`src/rtl/sal_sched_if.sv`:
```
// Scheduling interface between the bank-controller array (master) and the channel scheduler (slave).
// Carries per-bank requests and fields in, grants and the registered DRAM command out.
interface sal_sched_if #(
    parameter int NUM_BANKS = 4,
    parameter int BA_W      = 2,
    parameter int RA_W      = 14,
    parameter int CA_W      = 10,
    parameter int ID_W      = 4,
    parameter int LEN_W     = 2
);
    logic [NUM_BANKS-1:0]       act_req_i;
    logic [NUM_BANKS-1:0]       rd_req_i;
    logic [NUM_BANKS-1:0]       wr_req_i;
    logic [NUM_BANKS-1:0]       pre_req_i;
    logic [NUM_BANKS-1:0]       ref_req_i;
    logic [NUM_BANKS*RA_W-1:0]  ra_i;
    logic [NUM_BANKS*CA_W-1:0]  ca_i;
    logic [NUM_BANKS*ID_W-1:0]  id_i;
    logic [NUM_BANKS*LEN_W-1:0] len_i;

    logic [NUM_BANKS-1:0]       act_gnt_o;
    logic [NUM_BANKS-1:0]       rd_gnt_o;
    logic [NUM_BANKS-1:0]       wr_gnt_o;
    logic [NUM_BANKS-1:0]       pre_gnt_o;
    logic [NUM_BANKS-1:0]       ref_gnt_o;

    logic                       cmd_valid_o;
    logic [2:0]                 cmd_o;
    logic [BA_W-1:0]            cmd_ba_o;
    logic [RA_W-1:0]            cmd_ra_o;
    logic [CA_W-1:0]            cmd_ca_o;
    logic [ID_W-1:0]            cmd_id_o;
    logic [LEN_W-1:0]           cmd_len_o;

    modport master (
        output act_req_i, rd_req_i, wr_req_i, pre_req_i, ref_req_i,
        output ra_i, ca_i, id_i, len_i,
        input  act_gnt_o, rd_gnt_o, wr_gnt_o, pre_gnt_o, ref_gnt_o,
        input  cmd_valid_o, cmd_o, cmd_ba_o, cmd_ra_o, cmd_ca_o, cmd_id_o, cmd_len_o
    );

    modport slave (
        input  act_req_i, rd_req_i, wr_req_i, pre_req_i, ref_req_i,
        input  ra_i, ca_i, id_i, len_i,
        output act_gnt_o, rd_gnt_o, wr_gnt_o, pre_gnt_o, ref_gnt_o,
        output cmd_valid_o, cmd_o, cmd_ba_o, cmd_ra_o, cmd_ca_o, cmd_id_o, cmd_len_o
    );
endinterface

```
`src/rtl/sal_sched.sv`:
```
// sal_sched: channel command scheduler, REF > CAS > PRE > ACT with one shared round-robin pointer; `SAL_SCHED_TIMING_CHECK_EN` adds tRRD/tCCD/tWTR/tRTW gating.
// Latency: grants are combinational in the request cycle; the winning command is registered onto cmd_* one cycle later.
// Backpressure: banks hold requests until granted; ineligible or outranked requests just see no grant, nothing is queued.
module sal_sched #(
    parameter int NUM_BANKS = 4,
    parameter int BA_W      = 2,
    parameter int RA_W      = 14,
    parameter int CA_W      = 10,
    parameter int ID_W      = 4,
    parameter int LEN_W     = 2,
    parameter int T_RRD     = 2,
    parameter int T_CCD     = 2,
    parameter int T_WTR     = 3,
    parameter int T_RTW     = 4
) (
    input  logic        clk,
    input  logic        rst_n,
    sal_sched_if.slave  bus
);

    typedef enum logic [2:0] {
        CMD_NOP = 3'd0,
        CMD_ACT = 3'd1,
        CMD_RD  = 3'd2,
        CMD_WR  = 3'd3,
        CMD_PRE = 3'd4,
        CMD_REF = 3'd5
    } cmd_e;

    typedef struct packed {
        logic [RA_W-1:0]  ra;
        logic [CA_W-1:0]  ca;
        logic [ID_W-1:0]  id;
        logic [LEN_W-1:0] len;
    } fld_t;

    if (NUM_BANKS < 2 || (NUM_BANKS & (NUM_BANKS - 1)) != 0 || BA_W != $clog2(NUM_BANKS)) begin : g_bad_banks
        $error("sal_sched: NUM_BANKS must be a power of two >= 2 with BA_W = log2(NUM_BANKS)");
    end
    if (T_RRD < 1 || T_RRD > 15 || T_CCD < 1 || T_CCD > 15 ||
        T_WTR < 1 || T_WTR > 15 || T_RTW < 1 || T_RTW > 15) begin : g_bad_timing
        $error("sal_sched: timing parameters must lie in 1..15");
    end

    cmd_e                 bank_cmd [NUM_BANKS];
    fld_t                 bank_fld [NUM_BANKS];
    logic [NUM_BANKS-1:0] bank_elig;
    logic [NUM_BANKS-1:0] ref_m, cas_m, pre_m, act_m, cls_m;

    logic                 rrd_ok, ccd_ok, wtr_ok, rtw_ok;

    logic                 gnt_vld;
    logic [BA_W-1:0]      gnt_ba;
    logic [BA_W-1:0]      rr_idx;
    cmd_e                 gnt_cmd;
    fld_t                 gnt_fld;
    logic [BA_W-1:0]      rr_ptr;

    logic [NUM_BANKS-1:0] act_gnt, rd_gnt, wr_gnt, pre_gnt, ref_gnt;

    logic                 cmd_vld_q;
    cmd_e                 cmd_q;
    logic [BA_W-1:0]      cmd_ba_q;
    fld_t                 cmd_fld_q;

    // Each bank presents only its highest-class request; eligibility is judged on that one alone.
    always_comb begin
        bank_elig = '0;
        ref_m     = '0;
        cas_m     = '0;
        pre_m     = '0;
        act_m     = '0;
        for (int b = 0; b < NUM_BANKS; b++) begin
            bank_fld[b].ra  = bus.ra_i[b*RA_W +: RA_W];
            bank_fld[b].ca  = bus.ca_i[b*CA_W +: CA_W];
            bank_fld[b].id  = bus.id_i[b*ID_W +: ID_W];
            bank_fld[b].len = bus.len_i[b*LEN_W +: LEN_W];

            bank_cmd[b] = CMD_NOP;
            if (bus.ref_req_i[b])      bank_cmd[b] = CMD_REF;
            else if (bus.rd_req_i[b])  bank_cmd[b] = CMD_RD;
            else if (bus.wr_req_i[b])  bank_cmd[b] = CMD_WR;
            else if (bus.pre_req_i[b]) bank_cmd[b] = CMD_PRE;
            else if (bus.act_req_i[b]) bank_cmd[b] = CMD_ACT;

            case (bank_cmd[b])
                CMD_ACT:          bank_elig[b] = rrd_ok;
                CMD_RD:           bank_elig[b] = ccd_ok && wtr_ok;
                CMD_WR:           bank_elig[b] = ccd_ok && rtw_ok;
                CMD_PRE, CMD_REF: bank_elig[b] = 1'b1;
                default:          bank_elig[b] = 1'b0;
            endcase

            ref_m[b] = bank_elig[b] && (bank_cmd[b] == CMD_REF);
            cas_m[b] = bank_elig[b] && (bank_cmd[b] == CMD_RD || bank_cmd[b] == CMD_WR);
            pre_m[b] = bank_elig[b] && (bank_cmd[b] == CMD_PRE);
            act_m[b] = bank_elig[b] && (bank_cmd[b] == CMD_ACT);
        end
    end

    always_comb begin
        cls_m = act_m;
        if (|ref_m)      cls_m = ref_m;
        else if (|cas_m) cls_m = cas_m;
        else if (|pre_m) cls_m = pre_m;
    end

    // Round-robin scan of the winning class starting at rr_ptr; the BA_W-bit index wraps on its own.
    always_comb begin
        gnt_vld = 1'b0;
        gnt_ba  = '0;
        rr_idx  = '0;
        for (int k = 0; k < NUM_BANKS; k++) begin
            rr_idx = rr_ptr + k[BA_W-1:0];
            if (!gnt_vld && cls_m[rr_idx]) begin
                gnt_vld = 1'b1;
                gnt_ba  = rr_idx;
            end
        end
        gnt_cmd = bank_cmd[gnt_ba];
        gnt_fld = bank_fld[gnt_ba];
    end

    always_comb begin
        act_gnt = '0;
        rd_gnt  = '0;
        wr_gnt  = '0;
        pre_gnt = '0;
        ref_gnt = '0;
        if (gnt_vld && rst_n) begin
            case (gnt_cmd)
                CMD_ACT: act_gnt[gnt_ba] = 1'b1;
                CMD_RD:  rd_gnt[gnt_ba]  = 1'b1;
                CMD_WR:  wr_gnt[gnt_ba]  = 1'b1;
                CMD_PRE: pre_gnt[gnt_ba] = 1'b1;
                CMD_REF: ref_gnt[gnt_ba] = 1'b1;
                default: ;
            endcase
        end
    end

`ifdef SAL_SCHED_TIMING_CHECK_EN
    localparam logic [3:0] RRD_LD = 4'(T_RRD - 1);
    localparam logic [3:0] CCD_LD = 4'(T_CCD - 1);
    localparam logic [3:0] WTR_LD = 4'(T_WTR - 1);
    localparam logic [3:0] RTW_LD = 4'(T_RTW - 1);

    logic [3:0] rrd_cnt, ccd_cnt, wtr_cnt, rtw_cnt;
    logic       is_act, is_rd, is_wr;

    function automatic logic [3:0] dec_sat(input logic [3:0] c);
        return (c == 4'd0) ? 4'd0 : c - 4'd1;
    endfunction

    assign is_act = gnt_vld && (gnt_cmd == CMD_ACT);
    assign is_rd  = gnt_vld && (gnt_cmd == CMD_RD);
    assign is_wr  = gnt_vld && (gnt_cmd == CMD_WR);

    // Loading T-1 at the grant edge makes the dependent command eligible exactly T cycles after issue.
    always_ff @(posedge clk or negedge rst_n) begin
        if (!rst_n) begin
            rrd_cnt <= 4'd0;
            ccd_cnt <= 4'd0;
            wtr_cnt <= 4'd0;
            rtw_cnt <= 4'd0;
        end else begin
            rrd_cnt <= is_act           ? RRD_LD : dec_sat(rrd_cnt);
            ccd_cnt <= (is_rd || is_wr) ? CCD_LD : dec_sat(ccd_cnt);
            rtw_cnt <= is_rd            ? RTW_LD : dec_sat(rtw_cnt);
            wtr_cnt <= is_wr            ? WTR_LD : dec_sat(wtr_cnt);
        end
    end

    assign rrd_ok = (rrd_cnt == 4'd0);
    assign ccd_ok = (ccd_cnt == 4'd0);
    assign wtr_ok = (wtr_cnt == 4'd0);
    assign rtw_ok = (rtw_cnt == 4'd0);
`else
    assign rrd_ok = 1'b1;
    assign ccd_ok = 1'b1;
    assign wtr_ok = 1'b1;
    assign rtw_ok = 1'b1;
`endif

    // Fields hold on idle cycles so the address driver sees stable lines between commands.
    always_ff @(posedge clk or negedge rst_n) begin
        if (!rst_n) begin
            cmd_vld_q <= 1'b0;
            cmd_q     <= CMD_NOP;
            cmd_ba_q  <= '0;
            cmd_fld_q <= '0;
            rr_ptr    <= '0;
        end else if (gnt_vld) begin
            cmd_vld_q <= 1'b1;
            cmd_q     <= gnt_cmd;
            cmd_ba_q  <= gnt_ba;
            cmd_fld_q <= gnt_fld;
            rr_ptr    <= gnt_ba + 1'b1;
        end else begin
            cmd_vld_q <= 1'b0;
            cmd_q     <= CMD_NOP;
        end
    end

    assign bus.act_gnt_o   = act_gnt;
    assign bus.rd_gnt_o    = rd_gnt;
    assign bus.wr_gnt_o    = wr_gnt;
    assign bus.pre_gnt_o   = pre_gnt;
    assign bus.ref_gnt_o   = ref_gnt;
    assign bus.cmd_valid_o = cmd_vld_q;
    assign bus.cmd_o       = cmd_q;
    assign bus.cmd_ba_o    = cmd_ba_q;
    assign bus.cmd_ra_o    = cmd_fld_q.ra;
    assign bus.cmd_ca_o    = cmd_fld_q.ca;
    assign bus.cmd_id_o    = cmd_fld_q.id;
    assign bus.cmd_len_o   = cmd_fld_q.len;

endmodule

```
`src/flat_wrapper.sv`:
```
// flat-port wrapper written by rule: the top's interface ports become plain ports
module sal_sched_flat 
#(
    parameter int NUM_BANKS = 4,
    parameter int BA_W      = 2,
    parameter int RA_W      = 14,
    parameter int CA_W      = 10,
    parameter int ID_W      = 4,
    parameter int LEN_W     = 2,
    parameter int T_RRD     = 2,
    parameter int T_CCD     = 2,
    parameter int T_WTR     = 3,
    parameter int T_RTW     = 4
)
  (clk, rst_n, bus_act_req_i, bus_rd_req_i, bus_wr_req_i, bus_pre_req_i, bus_ref_req_i, bus_ra_i, bus_ca_i, bus_id_i, bus_len_i, bus_act_gnt_o, bus_rd_gnt_o, bus_wr_gnt_o, bus_pre_gnt_o, bus_ref_gnt_o, bus_cmd_valid_o, bus_cmd_o, bus_cmd_ba_o, bus_cmd_ra_o, bus_cmd_ca_o, bus_cmd_id_o, bus_cmd_len_o);
  sal_sched_if #(.NUM_BANKS(NUM_BANKS), .BA_W(BA_W), .RA_W(RA_W), .CA_W(CA_W), .ID_W(ID_W), .LEN_W(LEN_W)) bus_i ();
  input  logic clk;
  input  logic rst_n;
  input wire logic [$bits(bus_i.act_req_i)-1:0] bus_act_req_i;
  input wire logic [$bits(bus_i.rd_req_i)-1:0] bus_rd_req_i;
  input wire logic [$bits(bus_i.wr_req_i)-1:0] bus_wr_req_i;
  input wire logic [$bits(bus_i.pre_req_i)-1:0] bus_pre_req_i;
  input wire logic [$bits(bus_i.ref_req_i)-1:0] bus_ref_req_i;
  input wire logic [$bits(bus_i.ra_i)-1:0] bus_ra_i;
  input wire logic [$bits(bus_i.ca_i)-1:0] bus_ca_i;
  input wire logic [$bits(bus_i.id_i)-1:0] bus_id_i;
  input wire logic [$bits(bus_i.len_i)-1:0] bus_len_i;
  output wire logic [$bits(bus_i.act_gnt_o)-1:0] bus_act_gnt_o;
  output wire logic [$bits(bus_i.rd_gnt_o)-1:0] bus_rd_gnt_o;
  output wire logic [$bits(bus_i.wr_gnt_o)-1:0] bus_wr_gnt_o;
  output wire logic [$bits(bus_i.pre_gnt_o)-1:0] bus_pre_gnt_o;
  output wire logic [$bits(bus_i.ref_gnt_o)-1:0] bus_ref_gnt_o;
  output wire logic [$bits(bus_i.cmd_valid_o)-1:0] bus_cmd_valid_o;
  output wire logic [$bits(bus_i.cmd_o)-1:0] bus_cmd_o;
  output wire logic [$bits(bus_i.cmd_ba_o)-1:0] bus_cmd_ba_o;
  output wire logic [$bits(bus_i.cmd_ra_o)-1:0] bus_cmd_ra_o;
  output wire logic [$bits(bus_i.cmd_ca_o)-1:0] bus_cmd_ca_o;
  output wire logic [$bits(bus_i.cmd_id_o)-1:0] bus_cmd_id_o;
  output wire logic [$bits(bus_i.cmd_len_o)-1:0] bus_cmd_len_o;
  assign bus_i.act_req_i = bus_act_req_i;
  assign bus_i.rd_req_i = bus_rd_req_i;
  assign bus_i.wr_req_i = bus_wr_req_i;
  assign bus_i.pre_req_i = bus_pre_req_i;
  assign bus_i.ref_req_i = bus_ref_req_i;
  assign bus_i.ra_i = bus_ra_i;
  assign bus_i.ca_i = bus_ca_i;
  assign bus_i.id_i = bus_id_i;
  assign bus_i.len_i = bus_len_i;
  assign bus_act_gnt_o = bus_i.act_gnt_o;
  assign bus_rd_gnt_o = bus_i.rd_gnt_o;
  assign bus_wr_gnt_o = bus_i.wr_gnt_o;
  assign bus_pre_gnt_o = bus_i.pre_gnt_o;
  assign bus_ref_gnt_o = bus_i.ref_gnt_o;
  assign bus_cmd_valid_o = bus_i.cmd_valid_o;
  assign bus_cmd_o = bus_i.cmd_o;
  assign bus_cmd_ba_o = bus_i.cmd_ba_o;
  assign bus_cmd_ra_o = bus_i.cmd_ra_o;
  assign bus_cmd_ca_o = bus_i.cmd_ca_o;
  assign bus_cmd_id_o = bus_i.cmd_id_o;
  assign bus_cmd_len_o = bus_i.cmd_len_o;
  sal_sched #(.NUM_BANKS(NUM_BANKS), .BA_W(BA_W), .RA_W(RA_W), .CA_W(CA_W), .ID_W(ID_W), .LEN_W(LEN_W), .T_RRD(T_RRD), .T_CCD(T_CCD), .T_WTR(T_WTR), .T_RTW(T_RTW)) u_core (.clk(clk), .rst_n(rst_n), .bus(bus_i));
endmodule
```
`config.mk`:
```
export PLATFORM = sky130hd
export DESIGN_NAME = sal_sched_flat
export DESIGN_NICKNAME = d
export VERILOG_FILES = /design/src/rtl/sal_sched_if.sv /design/src/rtl/sal_sched.sv /design/src/flat_wrapper.sv
export SDC_FILE = /design/constraint.sdc
export NUM_CORES = 1
export LEC_CHECK = 0
export ABC_AREA = 1
export CAP_MARGIN = 30
export CORE_UTILIZATION = 43
export CTS_BUF_LIST = sky130_fd_sc_hd__clkbuf_16
export CTS_CLUSTER_DIAMETER = 60
export DETAILED_ROUTE_END_ITERATION = 8
export GPL_TIMING_DRIVEN = 0
export PLACE_DENSITY = 0.9
export SYNTH_ARGS = -nofsm -noshare
export SYNTH_HDL_FRONTEND = slang
export SYNTH_SLANG_ARGS = --single-unit
export TNS_END_PERCENT = 20
```
`constraint.sdc`:
```
create_clock -name clk -period 8.3 [get_ports clk]
set_input_delay 1.66 -clock clk [delete_from_list [all_inputs] [get_ports clk]]
set_output_delay 1.66 -clock clk [all_outputs]
set_load 0.05 [all_outputs]
```
==> metrics.md, run 1 <==
| Metric | Value |
|---|---|
| Internal power component | `1.31 mW` |
| Syn Std Cell Area | `3510 µm²` |
| Routed WL | `14200 µm` |
| Setup Fix Bufs, Post-CTS | `0` |
| Syn. warnings | `0` |
| CP Max Fanout | `11` |
| Residual DRC | `0` |
| First-pass GRT wire length | `22100 µm` |
| CP cell instances | `clkdlybuf4s50_1 > nor4_2 > buf_2 > nand3_1 > nand3_1 > nand2_1 > clkinv_1 > nand2_2 > nor2_4 > nand3_2 > nand3_4 > buf_6 > buf_4 > ha_1 > nand2_1 > nor2_1 > clkdlybuf4s50_1` |
| Diode count | `0` |
| Reg2reg end | `u_core.bus.cmd_ra_o[2]` |
| Routed Antenna Nets | `0` |
| Die width | `92.4 µm` |
| R2R cell count | `14` |
| DIE AREA | `8530 µm²` |
| Outcome | `completed` |
| TNS Setup | `0 ns` |
| Total Routing Usage GR | `32.9%` |
| Via Count | `4655` |
| Synth Area in Compound Gates | `15.5%` |
| Grt ovf | `0` |
| R2R Path Start | `u_core.rr_ptr[0]` |
| Maxcap violations | `0` |
| Hold Crit Class | `reg -> reg` |
| Final setup vio count | `0` |
| Reg clk slew, reported paths | `0.06 ns` |
| Synth Area in Adders | `1.43%` |
| Vias per std cell | `5.32` |
| Setup CP Type | `in -> out` |
| #FFs+latches synth | `38` |
| Syn_nets | `714` |
| Pre-antenna DRT Iters | `5` |
| Psw | `1.80 mW` |
| Fin util | `74.2%` |
| Leakage | `2.67 nW` |
| Net Sw Frac | `58.0%` |
| Clock buffer depth | `2` |
| Crit start category | `input pin` |
| Critical Path Max Stage Delay | `0.82 ns` |
| Min-Delay Endpoint | `u_core.bus.cmd_ra_o[11]` |
| Core footprint | `7810 µm²` |
| Num ports | `198` |
| Synth area leaders | `dfrtp_1 27%, nand2_1 12%, nor2_1 12%` |
| FP Rows | `32` |
| Area Overhead vs Synth | `65.0%` |
| Port Buffer Count | `197` |
| Yosys top cell area share | `27.1%` |
| Vias in the first global route | `4418` |
| Crit path max-delay cell type | `clkdlybuf4s50_1` |
| DRT iter0 DRCs | `280` |
| Largest net degree at the start of global routing | `40` |
| Number of CTS-inserted buffers | `5` |
| Initial antenna violation count | `0` |
| Clock group share of total power | `8.0%` |
| CP required | `6.64 ns` |
| Die H | `92.4 µm` |
| Mapped Cells | `568` |
| Buf+Inv Stages, Crit Path | `6` |
| Clock Latency Late Sink | `0.28 ns` |
| Final critical-path share of the clock period | `86.2%` |
| Synth unique cells | `30` |
| Post-CTS Hold Fix Bufs | `0` |
| Synth area leader | `dfrtp_1` |
| Met3 wire len | `1180 µm` |
| Crit-path leading delay family | `buffers and inverters` |
| Hold Vio Cnt, Final | `0` |
| Hold path cells | `2` |
| Seq pwr share | `11.5%` |
| Proportion of synthesized area in mux cells | `0%` |
| Reg2reg setup slack | `5.60 ns` |
| XOR/XNOR share of the synthesized area | `0%` |
| Max_slew headroom | `40.3%` |
| Highest routed layer | `met4` |
| Worst vdd ir | `0.240 mV` |
| Final GP Congestion | `0.970` |
| CTS tree | `yes` |
| CTS sink count | `38` |
| Routed length per instance | `16.2 µm` |
| Largest family of logic cells by synthesized area | `simple AND/OR/NAND/NOR gates` |
| Initial Utilization | `45.0%` |
| Synth Area in Simple Gates | `43.2%` |
| Nets | `918` |
| Register area share after synthesis | `27.1%` |
| RSZ-0062 raised after global routing | `false` |
| Layout fillers | `578` |
| DRT met1 WL | `5540 µm` |
| Endpoint type of the worst setup path | `output pin` |
| Layout cells sized above 1 | `10.3%` |
| Worst slew pin tran | `0.896 ns` |
| Metal2 WL | `7090 µm` |
| H-tree lvl count | `2` |
| Clk_skew | `0.00253 ns` |
| PwrDens | `536 nW/µm²` |
| Dpl hpwl | `11000 µm` |
| F_max | `140 MHz` |
| HP Start | `u_core.bus.cmd_ra_o[11]` |
| Final period demand of the worst path | `7.15 ns` |
| Combinational Power Share | `80.5%` |
| Final Max Slew Viols | `0` |
| Post_cts resized | `0` |
| Critical path arrival | `5.49 ns` |
| Synth Area per Inst | `6.18 µm²` |
| Root Driver | `clkbuf_16` |
-- layout by cell type, fill, tap and decap left out, types with 5 or more instances in the layout --
| master | count |
|---|---|
| clkbuf_16 | 5 |
| nor2_1 | 113 |
| o21ai_0 | 27 |
| clkdlybuf4s50_1 | 196 |
| buf_2 | 19 |
| nand2_2 | 14 |
| inv_1 | 60 |
| nand3_1 | 56 |
| nand4_1 | 15 |
| o21ai_1 | 39 |
| inv_2 | 11 |
| nand3_2 | 5 |
| dfrtp_1 | 38 |
| o211ai_1 | 21 |
| nand2_1 | 115 |
-- per-stage QoR --
stage               setup WS, ns  area [µm²]  power [mW]  hold slack, ns  std cells
floorplan                   2.49        3510        2.08           0.584        568
global placement            1.30        5610        2.75           0.464        867
detailed placement          1.17        5610        2.82           0.472        867
CTS                         1.16        5790        3.09           0.488        875
global route               0.870        5790        3.33           0.507        875
finish                      1.15        5790        3.11           0.483        875
-- registers in the layout, indices dropped and copies added (netlist names) --
register                flops
u_core.bus.cmd_ba_o         2
u_core.bus.cmd_ca_o        10
u_core.bus.cmd_id_o         4
u_core.bus.cmd_len_o        2
u_core.bus.cmd_o            3
u_core.bus.cmd_ra_o        14
u_core.bus.cmd_valid_o      1
u_core.rr_ptr               2
-- synthesized netlist by cell type --
cell and number:
nand2_1 115, nor2_1 113, inv_1 60, nand3_1 56, o21ai_1 39, dfrtp_1 38
o21ai_0 27, o211ai_1 21, buf_2 18, nand4_1 15, nand2_2 14, inv_2 11
nand3_2 5, buf_4 4, buf_6 4, ha_1 4, o21ai_2 4, a21oi_1 3
nor2_4 3, clkbuf_1 2, nand3_4 2, nand4_2 2, buf_1 1, clkinv_1 1
nand2_4 1, nor2_2 1, nor2_8 1, nor4_2 1, o21bai_1 1, or2_2 1
-- power groups by stage --
stage	logic (mW)	clock network (mW)	registers [mW]
global route	2.70	0.256	0.367
CTS	2.48	0.248	0.356
global placement	2.40	0	0.352
detailed placement	2.47	0	0.357
floorplan	1.41	0	0.671
finish	2.50	0.247	0.358
-- kinds of logic (layout without fill, tap and decap cells) --
| kind of cell | Yosys count | after routing |
|---|---|---|
| flops | 38 | 38 |
| buf+inv | 101 | 306 |
| compound gates | 95 | 95 |
| fa+ha+maj | 4 | 4 |
| simple gates | 330 | 330 |
-- worst max path at each step --
stage | to | from | depth (start not counted)
3_5_place_dp | bus_act_gnt_o[2] | bus_ref_req_i[0] | 17
6_report | bus_act_gnt_o[2] | bus_ref_req_i[0] | 17
5_1_grt | bus_act_gnt_o[1] | bus_ref_req_i[2] | 20
4_1_cts | bus_act_gnt_o[2] | bus_ref_req_i[0] | 17
2_1_floorplan | bus_act_gnt_o[0] | bus_ref_req_i[0] | 15
3_3_place_gp | bus_act_gnt_o[2] | bus_ref_req_i[2] | 21
-- tightest hold or removal path, delay by kind of cell (launching register included) --
| kind | cells | cell delay (ns) |
|---|---|---|
| flip-flops | 1 | 0.34 |
| AND/OR/NAND/NOR | 2 | 0.12 |
-- per-layer routing --
metal	GRT usage, %	up-vias
met1	39.4	2148
li1	-	2245
met5	0	-
met3	5.67	34
met4	12.2	0
met2	58.6	228
-- final cells by class --
class | count | area, µm² | area share (%)
Tap cell | 102 | 128 | 2.20
Buffer | 29 | 176 | 3.04
Clock inverter | 3 | 63.8 | 1.10
Sequential cell | 38 | 951 | 16.4
Clock buffer | 5 | 125 | 2.16
Inverter | 72 | 270 | 4.66
Multi-Input combinational cell | 429 | 2110 | 36.5
Timing Repair Buffer | 197 | 1970 | 33.9
Note: power is estimated with default switching activity, not from simulation.
==> inputs of run 2 (changes only) <==
Settings changed: CORE_UTILIZATION 43 to 36, PLACE_DENSITY 0.9 to 0.8.
Clock period 8.3 ns to 5.8 ns, I/O delays scaled along.
==> run 2 against run 1 <==
Against the previous run: sequential power is 42% higher; register-to-register slack worse by 2.4 ns; setup slack worse by 0.91 ns; combinational power is 40% higher; clock power is 24% higher; largest cell class is now multi-input gates.
==> metrics.md, run 2 (synthesis gave the netlist of run 1 again) <==
| Metric | Value |
|---|---|
| Vias in the first global route | `4283 (-3.1%)` |
| Clock buffer depth | `2 (unchanged)` |
| R2R cell count | `13 (-1)` |
| CP cell instances | `clkdlybuf4s50_1 > nor4_2 > buf_2 > nand3_1 > nand3_1 > nand2_1 > clkinv_1 > nand2_2 > nor2_4 > nand3_2 > nand3_4 > buf_6 > buf_4 > ha_1 > nand2_1 > nor2_1 > buf_2` |
| Clock Latency Late Sink | `0.28 ns (about the same)` |
| Maxcap violations | `0 (unchanged)` |
| Setup Fix Bufs, Post-CTS | `0 (unchanged)` |
| Reg2reg end | `u_core.bus.cmd_ra_o[1]` |
| Layout cells sized above 1 | `12.9% (+2.6 points)` |
| CP Max Fanout | `11 (unchanged)` |
| Final critical-path share of the clock period | `95.9%` |
| Buf+Inv Stages, Crit Path | `6 (unchanged)` |
| Largest net degree at the start of global routing | `40 (unchanged)` |
| Worst vdd ir | `0.362 mV (+51%)` |
| Diode count | `0 (unchanged)` |
| Worst slew pin tran | `0.564 ns (-0.332 ns)` |
| CTS tree | `yes` |
| Hold Vio Cnt, Final | `0 (unchanged)` |
| Leakage | `2.71 nW (+1.3%)` |
| CTS sink count | `38 (unchanged)` |
| Largest register FFs | `14 (unchanged)` |
| CP required | `4.64 ns (-2.00 ns)` |
| DIE AREA | `10200 µm² (+19%)` |
| Critical Path Stages | `17 (unchanged)` |
| Commonest cells after routing, fill and taps aside | `176 x clkdlybuf4s50_1, 115 x nand2_1, 113 x nor2_1, 62 x inv_1, 56 x nand3_1` |
| R2R Path Start | `u_core.rr_ptr[0]` |
| Die H | `101 µm (+9.1%)` |
| Core footprint | `9330 µm² (+19%)` |
| Hold Crit Class | `reg -> reg` |
| Outcome | `completed` |
| Area Overhead vs Synth | `63.7%` |
| Port Buffer Count | `197 (unchanged)` |
| Number of CTS-inserted buffers | `5 (unchanged)` |
| Dpl hpwl | `10800 µm (-1.9%)` |
| Pre-antenna DRT Iters | `5 (unchanged)` |
| Endpoint type of the worst setup path | `output pin` |
| Initial Utilization | `37.6% (-7.3 points)` |
| Final setup vio count | `0 (unchanged)` |
| Clk_skew | `0.00529 ns (+0.00276 ns)` |
| Initial antenna violation count | `0 (unchanged)` |
| Crit path max-delay cell type | `clkdlybuf4s50_1` |
| Final Max Slew Viols | `0 (unchanged)` |
| Residual DRC | `0 (unchanged)` |
| Final period demand of the worst path | `5.56 ns` |
| HP Start | `u_core.bus.cmd_ca_o[5]` |
| Reg clk slew, reported paths | `0.05 ns (about the same)` |
| F_max | `180 MHz` |
| Critical path arrival | `4.40 ns (-1.09 ns)` |
| Placement Cell Area | `5660 µm² (+0.96%)` |
| Min-Delay Endpoint | `u_core.bus.cmd_ca_o[5]` |
| Max_slew headroom | `62.4% (+22 points)` |
| Routed WL | `13600 µm (-4.4%)` |
| Vias per std cell | `5.05 (-5.1%)` |
| Crit-path leading delay family | `simple AND/OR/NAND/NOR gates` |
| Root Driver | `clkbuf_16` |
| Setup CP Type | `in -> out` |
| Routed length per instance | `15.0 µm (-7.4%)` |
| Hold path cells | `2 (unchanged)` |
| H-tree lvl count | `2 (unchanged)` |
| DRT iter0 DRCs | `301 (+7.5%)` |
| Most common cell after layout, fill and taps aside | `clkdlybuf4s50_1` |
| Final GP Congestion | `0.897 (-7.6%)` |
| Die width | `101 µm (+9.1%)` |
| FP Rows | `35 (+9.4%)` |
| First-pass GRT wire length | `21100 µm (-4.4%)` |
| Routed Antenna Nets | `0 (unchanged)` |
| Crit start category | `input pin` |
| Num ports | `198 (unchanged)` |
| Nets | `919 (+0.11%)` |
| RSZ-0062 raised after global routing | `false` |
| Post-route design area | `5750 µm² (-0.80%)` |
| PwrDens | `750 nW/µm² (+40%)` |
| Total Routing Usage GR | `26.6% (-6.4 points)` |
| Fin util | `61.6% (-13 points)` |
| Power Total | `4.31 mW (+39%)` |
| Post-CTS Hold Fix Bufs | `0 (unchanged)` |
| Via Count | `4560 (-2.0%)` |
| Critical Path Max Stage Delay | `0.48 ns (-0.34 ns)` |
| Reg2reg setup slack | `3.21 ns (-2.39 ns)` |
| Grt ovf | `0 (unchanged)` |
[run 2: changes by cell type in the layout (fill, tap and decap cells not counted), sizes merged]
cell | previous run | this run
clkbuf | 7 | 22
buf | 28 | 34
clkdlybuf4s50 | 196 | 176
inv | 71 | 73
clkinv | 2 | 1
bufinv | 2 | 1
[run 2: metal layers]
metal  up-vias  GRT usage (%)  routed length (µm)
met1      2115           32.7                5720
met3        24           4.51                 810
met2       173           47.6                6760
met4         0           7.36                 284
li1       2248              -                   -
met5         -              0                   0
[run 2: cell type report]
cell class              instances  area [µm²]
plain buffers                  29         176
clock buffers                   5         125
clock inverters                 3        37.5
fillers                       901        3580
inverters                      72         270
multi-input cells             429        2110
flip-flops and latches         38         951
well taps                     129         161
repair buffers                198        1910
[run 2: worst max path at each step]
stage | endpoint | slack [ns] | startpoint
after floorplan | bus_act_gnt_o[0] | 0.99 | bus_ref_req_i[0]
after CTS | bus_act_gnt_o[2] | 0.006 | bus_ref_req_i[0]
after global routing | bus_rd_gnt_o[0] | 0.0001 | bus_ref_req_i[1]
final | bus_pre_gnt_o[0] | 0.24 | bus_ref_req_i[0]
after detailed placement | bus_wr_gnt_o[0] | -0.36 | bus_ref_req_i[0]
after global placement | bus_wr_gnt_o[0] | -0.26 | bus_ref_req_i[0]
[run 2: stage by stage]
step                setup slack [ns]  instances  hold WS, ns  TNS, ns
finish                         0.239        903        0.479        0
global route               0.0000973        903        0.511        0
CTS                          0.00627        903        0.481        0
detailed placement            -0.356        895        0.465    -5.33
global placement              -0.260        894        0.463    -3.92
floorplan                      0.988        568        0.584        0
[run 2: timing repair]
| action | 4_1_cts | 5_1_grt |
|---|---|---|
| setup endpoints to repair | 20 | 20 |
| gates resized for setup | 38 | 53 |
| pin swaps | 0 | 1 |
[run 2: worst min-delay path, cell delays in order (launching register included)]
cell,delay (ns)
dfrtp_1,0.34
nand2_1,0.05
nand2_1,0.05
[run 2: power breakdown]
part / switching [mW] / internal, mW
Combinational: 2.35 / 1.15
Sequential: 0.0681 / 0.439
Clock: 0.107 / 0.200
Total: 2.52 / 1.79
==> inputs of run 3 (changes only) <==
Settings changed: CTS_BUF_LIST sky130_fd_sc_hd__clkbuf_16 to not set, MAX_ROUTING_LAYER set to met4.
==> run 3 against run 2 <==
Against the previous run: wire length shrank 0.16%; global-route usage rose by 0.84 points; non-clock buffer count down 1; total power is 2.9% lower; cell area fell by 1.2%; maximum frequency grew 2.2%; setup slack better by 0.12 ns; combinational power barely moved; die area unchanged; clock-buffer cell count is 2 higher; core utilization down 0.74 points; highest routed layer unchanged.
==> metrics.md, run 3 (synthesis gave the netlist of run 1 again) <==
| Metric | Value |
|---|---|
| First-pass GRT wire length | `21200 µm (+0.62%)` |
| Crit path max-delay cell type | `clkdlybuf4s50_1` |
| Post-CTS Hold Fix Bufs | `0 (unchanged)` |
| PwrDens | `737 nW/µm² (-1.7%)` |
| CP cell instances | `clkdlybuf4s50_1 > inv_1 > nand4_1 > nand2_2 > nor2_4 > nand2_1 > nand3_1 > nand3_1 > nand3_1 > nand2_1 > clkinv_1 > nand2_2 > nor2_4 > nand3_2 > nand3_4 > buf_6 > buf_4 > ha_1 > nand2_1 > nor2_1 > buf_2` |
| DRT iter0 DRCs | `299 (-0.66%)` |
| CP required | `4.64 ns (about the same)` |
| Final setup vio count | `0 (unchanged)` |
| CP Max Fanout | `11 (unchanged)` |
| Layout Cells excl Fill | `902 (-0.11%)` |
| Commonest cells after routing, fill and taps aside | `172 x clkdlybuf4s50_1, 115 x nand2_1, 113 x nor2_1, 60 x inv_1, 56 x nand3_1` |
| Power Total | `4.19 mW (-2.9%)` |
| Die H | `101 µm (unchanged)` |
| Maxcap violations | `0 (unchanged)` |
| Placement Cell Area | `5660 µm² (unchanged)` |
| Final period demand of the worst path | `5.44 ns (-0.119 ns)` |
| DIE AREA | `10200 µm² (unchanged)` |
| Critical Path Stages | `21 (+4)` |
| Most common cell after layout, fill and taps aside | `clkdlybuf4s50_1` |
| Reg2reg setup slack | `3.10 ns (-0.11 ns)` |
| Crit-path leading delay family | `simple AND/OR/NAND/NOR gates` |
| Pre-antenna DRT Iters | `6 (+1)` |
| Worst slew pin tran | `0.551 ns (-0.0133 ns)` |
| CTS sink count | `38 (unchanged)` |
| Post-route design area | `5680 µm² (-1.2%)` |
| Hold Crit Class | `reg -> reg` |
| Root Driver | `clkbuf_8` |
| Crit start category | `input pin` |
| Layout fillers | `912 (+1.2%)` |
| Max_slew headroom | `63.2% (+0.77 points)` |
| Reg2reg end | `u_core.bus.cmd_ra_o[9]` |
| Die width | `101 µm (unchanged)` |
| RSZ-0062 raised after global routing | `false` |
| Hold slack | `0.485 ns (+0.00615 ns)` |
| Vias in the first global route | `4252 (-0.72%)` |
| Routed WL | `13600 µm (-0.16%)` |
| Residual DRC | `0 (unchanged)` |
| Hold Vio Cnt, Final | `0 (unchanged)` |
| Core footprint | `9330 µm² (unchanged)` |
| R2R Path Start | `u_core.rr_ptr[0]` |
| H-tree lvl count | `2 (unchanged)` |
| Clk_skew | `0.00776 ns (+0.00247 ns)` |
| F_max | `184 MHz (+2.2%)` |
| Diode count | `0 (unchanged)` |
| Final GP Congestion | `0.913 (+1.8%)` |
| FP Rows | `35 (unchanged)` |
| Dpl hpwl | `10800 µm (+0.43%)` |
| Storage element area | `951 µm² (unchanged)` |
| Via Count | `4507 (-1.2%)` |
| Setup Fix Bufs, Post-CTS | `0 (unchanged)` |
| Reg clk slew, reported paths | `0.07 ns (+0.02 ns)` |
| Largest register FFs | `14 (unchanged)` |
| Worst vdd ir | `0.450 mV (+24%)` |
| Setup CP Type | `in -> out` |
| Critical path arrival | `4.28 ns (-0.12 ns)` |
| Routed Antenna Nets | `0 (unchanged)` |
| Number of CTS-inserted buffers | `5 (unchanged)` |
| Final Max Slew Viols | `0 (unchanged)` |
| Dpl cells | `895 (unchanged)` |
| R2R cell count | `15 (+2)` |
| Critical Path Max Stage Delay | `0.52 ns (+0.04 ns)` |
| Grt ovf | `0 (unchanged)` |
| Num ports | `198 (unchanged)` |
| Clock buffer depth | `2 (unchanged)` |
| Multi-input gate area | `2120 µm² (+0.41%)` |
| CP startpoint | `bus_rd_req_i[0]` |
| Port Buffer Count | `197 (unchanged)` |
| Initial antenna violation count | `0 (unchanged)` |
| Outcome | `completed` |
| Nets | `918 (-0.11%)` |
| Leakage | `2.70 nW (-0.12%)` |
| Area Overhead vs Synth | `61.8%` |
| Buf+Inv Stages, Crit Path | `6 (unchanged)` |
| Clock Latency Late Sink | `0.28 ns (about the same)` |
| Total Routing Usage GR | `27.4% (+0.84 points)` |
| CTS tree | `yes` |
| Crit path capture | `bus_act_gnt_o[2]` |
| Final critical-path share of the clock period | `93.8% (-2.0 points)` |
| Vias per std cell | `5.00 (-1.1%)` |
| Routed length per instance | `15.0 µm (about the same)` |
| Layout cells sized above 1 | `12.9% (+0.017 points)` |
| Initial Utilization | `37.6% (unchanged)` |
| Largest net degree at the start of global routing | `39 (-2.5%)` |
| Endpoint type of the worst setup path | `output pin` |
-- run 3: final cells by class --
class,instances,share of cell area (%)
Clock inverter,1,0.0881
Inverter,72,4.76
Multi-Input combinational cell,429,37.4
Buffer,28,3.06
Clock buffer,7,1.52
Tap cell,129,2.84
Timing Repair Buffer,198,33.6
Sequential cell,38,16.7
-- run 3: repair_timing --
item | 4_1_cts | 5_1_grt
endpoints found under the hold margin | 0 | 0
pin swaps | 0 | 0
resized for setup | 32 | 54
endpoints found under the setup margin | 20 | 20
-- run 3: how the worst min path moves through the flow --
stage | start | endpoint | slack (ns) | depth (start not counted)
floorplan | u_core.rr_ptr[1] | u_core.rr_ptr[1] | 0.58 | 2
global placement | u_core.bus.cmd_ra_o[8] | u_core.bus.cmd_ra_o[8] | 0.46 | 2
detailed placement | u_core.bus.cmd_ba_o[1] | u_core.bus.cmd_ba_o[1] | 0.47 | 2
CTS | u_core.bus.cmd_ra_o[8] | u_core.bus.cmd_ra_o[8] | 0.49 | 2
global route | u_core.bus.cmd_ca_o[5] | u_core.bus.cmd_ca_o[5] | 0.51 | 2
finish | u_core.bus.cmd_ra_o[8] | u_core.bus.cmd_ra_o[8] | 0.49 | 2
-- run 3: worst register-to-register path: cells and delay by family (launching register included) --
kind	cells	cell delay (ns)
AOI/OAI and AO/OA	2	0.23
and+or+nand+nor	8	0.82
DFF	1	0.36
buffers and inverters	5	1.22
-- run 3: power breakdown --
group	switching [mW]	leakage (nW)	total (mW)	internal, mW
logic	2.34	2.21	3.49	1.14
registers	0.0696	0.443	0.508	0.438
clock network	0.0982	0.0482	0.194	0.0962
total	2.51	2.70	4.19	1.68
-- run 3: through the flow --
step / util, % / setup slack [ns] / setup TNS [ns]
after floorplan: - / 0.988 / 0
after global placement: 60.5 / -0.260 / -4.00
after detailed placement: 60.7 / -0.343 / -5.49
after CTS: 61.5 / 0.00283 / 0
after global routing: 60.9 / 0.0498 / 0
final: 60.9 / 0.358 / 0
-- run 3: per-layer routing --
layer / vias up / part of all wire [%] / routed length (µm) / GRT usage [%]
li1: 2238 / - / - / -
met1: 2077 / 41 / 5510 / 33.2
met2: 174 / 51 / 6960 / 48.1
met3: 18 / 6.3 / 851 / 4.16
met4: 0 / 1.7 / 230 / 5.91
met5: - / 0 / 0 / -
